**src/rtl/fxp_alu_gen2.sv**
```systemverilog
// fxp_alu_gen2: second-generation fixed-point ALU (add/sub/MAC/gray/rotate/clz/abs, optional matrix transpose)
//   Optional feature macro: FXP_ALU_GEN2_MATRIX_EN (opcode 1000 = MAT_N x MAT_N transpose)
//   Ports:
//     i_clk, i_rst_n        clock (rising edge), asynchronous active-low reset
//     i_in_valid / o_busy   instruction handshake; inputs are dropped while o_busy=1
//     i_inst                opcode
//     i_data_a, i_data_b    signed Q(INT_W).(FRAC_W) operands; i_data_a is a matrix row for 1000
//     o_out_valid           o_data/o_sat valid this cycle
//     o_data, o_sat         result and clamp flag; both hold while o_out_valid=0
module fxp_alu_gen2 #(
    parameter int INST_W = 4,
    parameter int INT_W  = 6,
    parameter int FRAC_W = 10,
    parameter int DATA_W = INT_W + FRAC_W,
    parameter int ACC_W  = 2 * DATA_W + 4,
    parameter int MAT_N  = 8,
    parameter int ELEM_W = 2
) (
    input  logic              i_clk,
    input  logic              i_rst_n,
    input  logic              i_in_valid,
    output logic              o_busy,
    input  logic [INST_W-1:0] i_inst,
    input  logic [DATA_W-1:0] i_data_a,
    input  logic [DATA_W-1:0] i_data_b,
    output logic              o_out_valid,
    output logic [DATA_W-1:0] o_data,
    output logic              o_sat
);
    localparam int SH_W  = $clog2(DATA_W);
    localparam int CLZ_W = $clog2(DATA_W + 1);
    localparam int Q_W   = ACC_W - FRAC_W + 1;
    localparam logic [DATA_W-1:0] D_MAX = {1'b0, {(DATA_W-1){1'b1}}};
    localparam logic [DATA_W-1:0] D_MIN = {1'b1, {(DATA_W-1){1'b0}}};
    localparam logic [ACC_W-1:0]  A_MAX = {1'b0, {(ACC_W-1){1'b1}}};
    localparam logic [ACC_W-1:0]  A_MIN = {1'b1, {(ACC_W-1){1'b0}}};
    localparam logic signed [ACC_W:0] HALF = {{(ACC_W-FRAC_W+1){1'b0}}, 1'b1, {(FRAC_W-1){1'b0}}};

    typedef enum logic [1:0] {LOAD, CALC, OUT} state_t;
    state_t state, state_n;

    logic [INST_W-1:0]        op;
    logic signed [DATA_W-1:0] a, b;
    logic signed [ACC_W-1:0]  acc, acc_mac;
    logic signed [DATA_W:0]   sum, diff;
    logic signed [2*DATA_W-1:0] prod;
    logic signed [ACC_W:0]    acc_sum;
    logic signed [Q_W-1:0]    q;
    logic                     acc_ovf, q_ovf, res_sat, accept, hold, done, mat_sel;
    logic                     busy_n, valid_n, sat_n;
    logic [CLZ_W-1:0]         clz;
    logic [DATA_W-1:0]        res, row_out, data_n;

    assign accept  = i_in_valid && !o_busy;
    assign sum     = (DATA_W+1)'(a) + (DATA_W+1)'(b);
    assign diff    = (DATA_W+1)'(a) - (DATA_W+1)'(b);
    assign prod    = (2*DATA_W)'(a) * (2*DATA_W)'(b);
    assign acc_sum = (ACC_W+1)'(acc) + (ACC_W+1)'(prod);
    assign acc_ovf = acc_sum[ACC_W] != acc_sum[ACC_W-1];
    assign acc_mac = acc_ovf ? (acc_sum[ACC_W] ? A_MIN : A_MAX) : acc_sum[ACC_W-1:0];
    // Round half-up on the new accumulator, then drop the extra fraction bits.
    assign q       = Q_W'(((ACC_W+1)'(acc_mac) + HALF) >>> FRAC_W);
    assign q_ovf   = q[Q_W-1:DATA_W-1] != {(Q_W-DATA_W+1){q[Q_W-1]}};

    always_comb begin
        clz = CLZ_W'(DATA_W);
        for (int i = 0; i < DATA_W; i++)
            if (a[i]) clz = CLZ_W'(DATA_W - 1 - i);
        res     = '0;
        res_sat = 1'b0;
        case (op)
            INST_W'(0): begin
                res_sat = sum[DATA_W] != sum[DATA_W-1];
                res     = res_sat ? (sum[DATA_W] ? D_MIN : D_MAX) : sum[DATA_W-1:0];
            end
            INST_W'(1): begin
                res_sat = diff[DATA_W] != diff[DATA_W-1];
                res     = res_sat ? (diff[DATA_W] ? D_MIN : D_MAX) : diff[DATA_W-1:0];
            end
            INST_W'(2): begin
                res_sat = acc_ovf || q_ovf;
                res     = q_ovf ? (q[Q_W-1] ? D_MIN : D_MAX) : q[DATA_W-1:0];
            end
            INST_W'(4): res = {a[DATA_W-1], a[DATA_W-1:1] ^ a[DATA_W-2:0]};
            INST_W'(5): res = DATA_W'({a, a} >> b[SH_W-1:0]);
            INST_W'(6): res = DATA_W'(clz);
            INST_W'(7): begin
                res_sat = a == D_MIN;
                res     = res_sat ? D_MAX : (a[DATA_W-1] ? -a : a);
            end
            default: ;
        endcase
    end

`ifdef FXP_ALU_GEN2_MATRIX_EN
    localparam int MI = $clog2(MAT_N);
    logic [DATA_W-1:0] rows [MAT_N];
    logic [MI-1:0]     cnt;
    logic [MI:0]       idx;
    logic              load_row, last_row;

    assign load_row = accept && i_inst == INST_W'(8);
    assign last_row = load_row && cnt == MI'(MAT_N - 1);
    // Rows 0..MAT_N-2 are absorbed without leaving LOAD.
    assign hold     = load_row && !last_row;
    assign mat_sel  = op == INST_W'(8);
    assign done     = !mat_sel || idx == (MI+1)'(MAT_N);

    // Output row idx gathers element idx from every stored row.
    always_comb begin
        row_out = '0;
        for (int c = 0; c < MAT_N; c++)
            row_out[DATA_W-1-c*ELEM_W -: ELEM_W] = rows[c][DATA_W-1-int'(idx[MI-1:0])*ELEM_W -: ELEM_W];
    end

    always_ff @(posedge i_clk or negedge i_rst_n) begin
        if (!i_rst_n) begin
            rows <= '{default: '0};
            cnt  <= '0;
            idx  <= '0;
        end else begin
            if (load_row) begin
                rows[cnt] <= i_data_a;
                cnt       <= last_row ? '0 : cnt + 1'b1;
            end else if (accept) cnt <= '0;
            if (last_row) idx <= '0;
            else if (state != LOAD && !done) idx <= idx + 1'b1;
        end
    end
`else
    assign hold    = 1'b0;
    assign mat_sel = 1'b0;
    assign done    = 1'b1;
    assign row_out = '0;
`endif

    always_comb begin
        state_n = state;
        busy_n  = o_busy;
        valid_n = 1'b0;
        data_n  = o_data;
        sat_n   = o_sat;
        case (state)
            LOAD: if (accept && !hold) begin
                state_n = CALC;
                busy_n  = 1'b1;
            end
            CALC: begin
                state_n = OUT;
                valid_n = 1'b1;
                data_n  = mat_sel ? row_out : res;
                sat_n   = res_sat;
            end
            OUT: if (done) begin
                state_n = LOAD;
                busy_n  = 1'b0;
            end else begin
                valid_n = 1'b1;
                data_n  = row_out;
                sat_n   = 1'b0;
            end
            default: state_n = LOAD;
        endcase
    end

    always_ff @(posedge i_clk or negedge i_rst_n) begin
        if (!i_rst_n) state <= LOAD;
        else state <= state_n;
    end

    always_ff @(posedge i_clk or negedge i_rst_n) begin
        if (!i_rst_n) begin
            o_busy      <= 1'b0;
            o_out_valid <= 1'b0;
            o_data      <= '0;
            o_sat       <= 1'b0;
            acc         <= '0;
            op          <= '0;
            a           <= '0;
            b           <= '0;
        end else begin
            o_busy      <= busy_n;
            o_out_valid <= valid_n;
            o_data      <= data_n;
            o_sat       <= sat_n;
            if (accept) begin
                op <= i_inst;
                a  <= i_data_a;
                b  <= i_data_b;
            end
            if (state == CALC && op == INST_W'(2)) acc <= acc_mac;
            if (state == CALC && op == INST_W'(3)) acc <= '0;
        end
    end
endmodule

```
**config.mk**
```make
export PLATFORM = sky130hd
export DESIGN_NAME = fxp_alu_gen2
export DESIGN_NICKNAME = d
export VERILOG_FILES = /design/src/rtl/fxp_alu_gen2.sv
export SDC_FILE = /design/constraint.sdc
export NUM_CORES = 1
export LEC_CHECK = 0
export BUFFER_PORTS_ARGS = -buffer_cell sky130_fd_sc_hd__buf_2
export CORE_MARGIN = 4
export CORE_UTILIZATION = 55
export CTS_CLUSTER_SIZE = 28
export DETAILED_ROUTE_END_ITERATION = 7
export PLACE_DENSITY = 0.73
export SYNTH_ARGS = -nofsm -noshare
export SYNTH_HDL_FRONTEND = slang
export SYNTH_SLANG_ARGS = --single-unit
export TNS_END_PERCENT = 50
```
**constraint.sdc**
```tcl
create_clock -name i_clk -period 11 [get_ports i_clk]
set_input_delay 3.3 -clock i_clk [delete_from_list [all_inputs] [get_ports i_clk]]
set_output_delay 3.3 -clock i_clk [all_outputs]
set_load 0.01 [all_outputs]
```
==> run_results.csv <==
group,metric,value,unit
run_status,status,"complete, no violations",
min_path,hp-start,"state[1]$_DFFE_PN0P_",
worst_setup_path,startpoint_type,"flop",
layout,seq_area,0.00233,mm^2
worst_setup_path,reg2reg_to,"o_data[0]$_DFFE_PN0P_",
yosys,ys_seq_area_share,11.0,%
global_routing,grt_max_degree,70,
global_routing,grt_first_pass_wirelength,116000,um
cts,htree_levels,3,
timing,rsz0062_at_grt,"false",
worst_setup_path,cp-end-kind,"flop",
job,maxCapViolations,0,
timing,tns,0,ns
yosys,ys_seq_elements,93,
worst_setup_path,r2r_cells,34,
timing,hold_viol,0,
yosys,synth_edf_count,0,
worst_setup_path,slowest_stage,"dfrtp_1",
worst_setup_path,crit_top_cell,"fa_1",
floorplan,die_width,204,um
routing,ant_nets,0,
timing,finalSetupViolCount,0,
routing,viasPerCell,6.17,
layout,nets,3033,
timing,fmax,0.0960,GHz
floorplan,die_h,204,um
cts,clkLatencyLatePin,0.40,ns
timing,hold_ws,0.455,ns
worst_setup_path,critPathMaxFanout,19,
yosys,synth.distinct_cells,106,
yosys,async_reset_ff_share,100,%
routing,drcViolationCount,0,
worst_setup_path,worst_ep_arrival_time,10.69,ns
floorplan,core_area,0.0378,mm^2
worst_setup_path,max_stage_delay,0.91,ns
timing,skew,0.0157,ns
layout,fillers,3447,
yosys,synth_flop_cell,"dfrtp_1",
min_path,holdPathEnd,"state[0]$_DFFE_PN0P_",
floorplan,die_area,0.0417,mm^2
timing,relSlewSlack,22.3,%
cts,clk_pin_slew,0.09,ns
floorplan,rows,71,
floorplan,ioPinCount,58,
layout,layout-drive-gt1-share,8.62,%
cts,cts-root-buf,"clkbuf_16",
worst_setup_path,r2r_start,"a[13]$_DFFE_PN0P_",
place,dp_hpwl,59300,um
cts,cts-buffers-inserted,9,
yosys,syn-num-nets,3042,
worst_setup_path,cp.required,11.27,ns
cts,cts_sinks,93,
layout,multi_input_area,0.0166,mm^2
worst_setup_path,rrSetupSlack,0.58,ns
global_routing,grt_antenna_before_repair,1,
timing,finalCritPeriodShare,94.7,%
routing,via_count,18700,
routing,wirelength,73200,um
yosys,syn_area,0.0212,mm^2
place,port_buffers,57,
cts,clock_path_buffers,2,
yosys,syn_avg_cell_area,8.39,um^2
yosys,synthCells,2521,
cts,cts_tree,"done",
routing,dr.first_iter.drc_count,1707,
global_routing,grt-ovfl-total,0,
min_path,holdPathStages,1,
worst_setup_path,crit_type,"reg -> reg",
min_path,hp-class,"reg -> reg",
global_routing,track_usage,36.1,%
yosys,synth_warnings,0,
timing,min_period,10.42,ns
layout,area_growth,5.59,%
timing,worst_slew_pin_slew,1.16,ns
global_routing,grt_pass1_vias,19200,
place,gp_congestion,1.00,
routing,wl_per_cell,24.2,um
timing,drv_slew,0,
routing,first_pass_iters,6,
floorplan,initial_core_util,55.9,%
## state kept, by name (all words and copies together), names as in the netlist
signal	flops
op	4
o_busy	1
o_data	16
o_out_valid	1
o_sat	1
acc	36
state	2
b	16
a	16
## cell usage in the layout, fill, tap and decap left out, types with 16 or more instances in the layout
master | netlist | layout
ha_1 | 162 | 162
dfrtp_1 | 93 | 91
a21oi_1 | 114 | 114
or3_1 | 16 | 16
a21o_1 | 32 | 32
mux4_2 | 20 | 20
nand3_1 | 36 | 36
and2_1 | 29 | 29
nor2_1 | 203 | 202
nand4_1 | 18 | 18
o211ai_1 | 19 | 19
buf_2 | 16 | 56
buf_4 | 9 | 60
xnor2_1 | 55 | 55
o21ai_0 | 150 | 150
a31oi_1 | 21 | 21
inv_1 | 430 | 430
fa_1 | 320 | 320
nor3_1 | 36 | 34
nand2_1 | 318 | 318
## worst max-delay path by stage
stage / from / endpoint / slack [ns]
detailed placement: a[11]$_DFFE_PN0P_ / o_data[10]$_DFFE_PN0P_ / 0.68
floorplan: b[1]$_DFFE_PN0P_ / o_data[8]$_DFFE_PN0P_ / 1.40
global placement: a[11]$_DFFE_PN0P_ / o_data[9]$_DFFE_PN0P_ / 0.81
finish: a[13]$_DFFE_PN0P_ / o_data[0]$_DFFE_PN0P_ / 0.58
CTS: a[11]$_DFFE_PN0P_ / o_data[9]$_DFFE_PN0P_ / 0.61
global route: a[13]$_DFFE_PN0P_ / o_data[8]$_DFFE_PN0P_ / 0.12
## worst max-delay path, delay by kind of cell, from the launching register on
kind,cells,cell delay [ns]
adders and majority gates,8,3.70
xor gates and xnor gates,1,0.24
AOI/OAI and AO/OA,7,1.54
buffers and inverters,6,1.02
and+or+nand+nor,12,2.87
DFF,1,0.91
## per-stage QoR
| stage | setup slack [ns] | area, um^2 | cells | utilization [%] |
|---|---|---|---|---|
| after global placement | 0.814 | 22000 | 3012 | 58.1 |
| after global routing | 0.119 | 22300 | 3028 | 59.0 |
| after detailed placement | 0.684 | 22000 | 3012 | 58.1 |
| final | 0.580 | 22300 | 3029 | 59.0 |
| after floorplan | 1.40 | 21200 | 2521 | - |
| after CTS | 0.613 | 22300 | 3028 | 59.0 |
## timing repair
item | 4_1_cts | 5_1_grt
endpoints found under the setup margin | 0 | 7
gates resized for setup | 0 | 2
buffers inserted | 0 | 0
hold buffers | 0 | 0
## synthesized netlist by cell type (8+ instances only)
cell type | count | area, um^2
a211oi_1 | 12 | 90.1
a31oi_1 | 21 | 131
o211ai_1 | 19 | 143
nor3_1 | 36 | 180
and2_1 | 29 | 181
or3_1 | 16 | 100
nand2b_1 | 15 | 93.8
nor4_1 | 11 | 68.8
o21ai_0 | 150 | 751
nand2_1 | 318 | 1190
and3_1 | 14 | 87.6
o31ai_1 | 10 | 75.1
fa_1 | 320 | 6410
clkbuf_1 | 96 | 360
a21o_1 | 32 | 240
buf_4 | 9 | 67.6
ha_1 | 162 | 2030
o2111ai_1 | 10 | 87.6
mux2i_1 | 12 | 120
inv_1 | 430 | 1610
buf_1 | 15 | 56.3
a21oi_1 | 114 | 571
nand3_1 | 36 | 180
xnor2_1 | 55 | 482
o21a_1 | 13 | 97.6
o21bai_1 | 8 | 60.1
nand4_1 | 18 | 113
nor2b_1 | 10 | 62.6
buf_2 | 16 | 80.1
mux4_2 | 20 | 450
a221oi_1 | 9 | 78.8
clkinv_1 | 11 | 41.3
nor2_1 | 203 | 762
and4_1 | 8 | 70.1
dfrtp_1 | 93 | 2330
## layout make-up
class                      instances  share of cell area, %
clock buffer                      10                   1.03
inverter                         441                   7.41
sequential                        93                   10.4
clock inverter                     6                  0.521
timing repair buffer             116                   3.27
multi-input combinational       1851                   74.5
tap                              511                   2.86
antenna                            1                 0.0112
## cell families (layout without fill, tap and decap cells)
kind of cell	after synthesis	after routing	share of synthesized area [%]
buffers and inverters	577	573	10.5
xor gates and xnor gates	65	65	2.80
other	0	1	0
DFF	93	93	11.0
and+or+nand+nor	753	753	16.3
adders and majority gates	487	487	40.1
muxes	38	38	3.07
AOI/OAI and AO/OA	508	508	16.2
## routing by layer
layer	up-vias	part of all wire [%]	GRT usage (%)	wire length (um)
met1	9235	41	50.3	29700
met3	186	10	8.46	7510
li1	8226	-	-	-
met4	0	4.2	12.9	3110
met2	1052	45	55.8	32900
met5	-	0	0	0
Power is not shown: default switching activity piles up to over one toggle a cycle in this logic, so the estimate is an artifact.
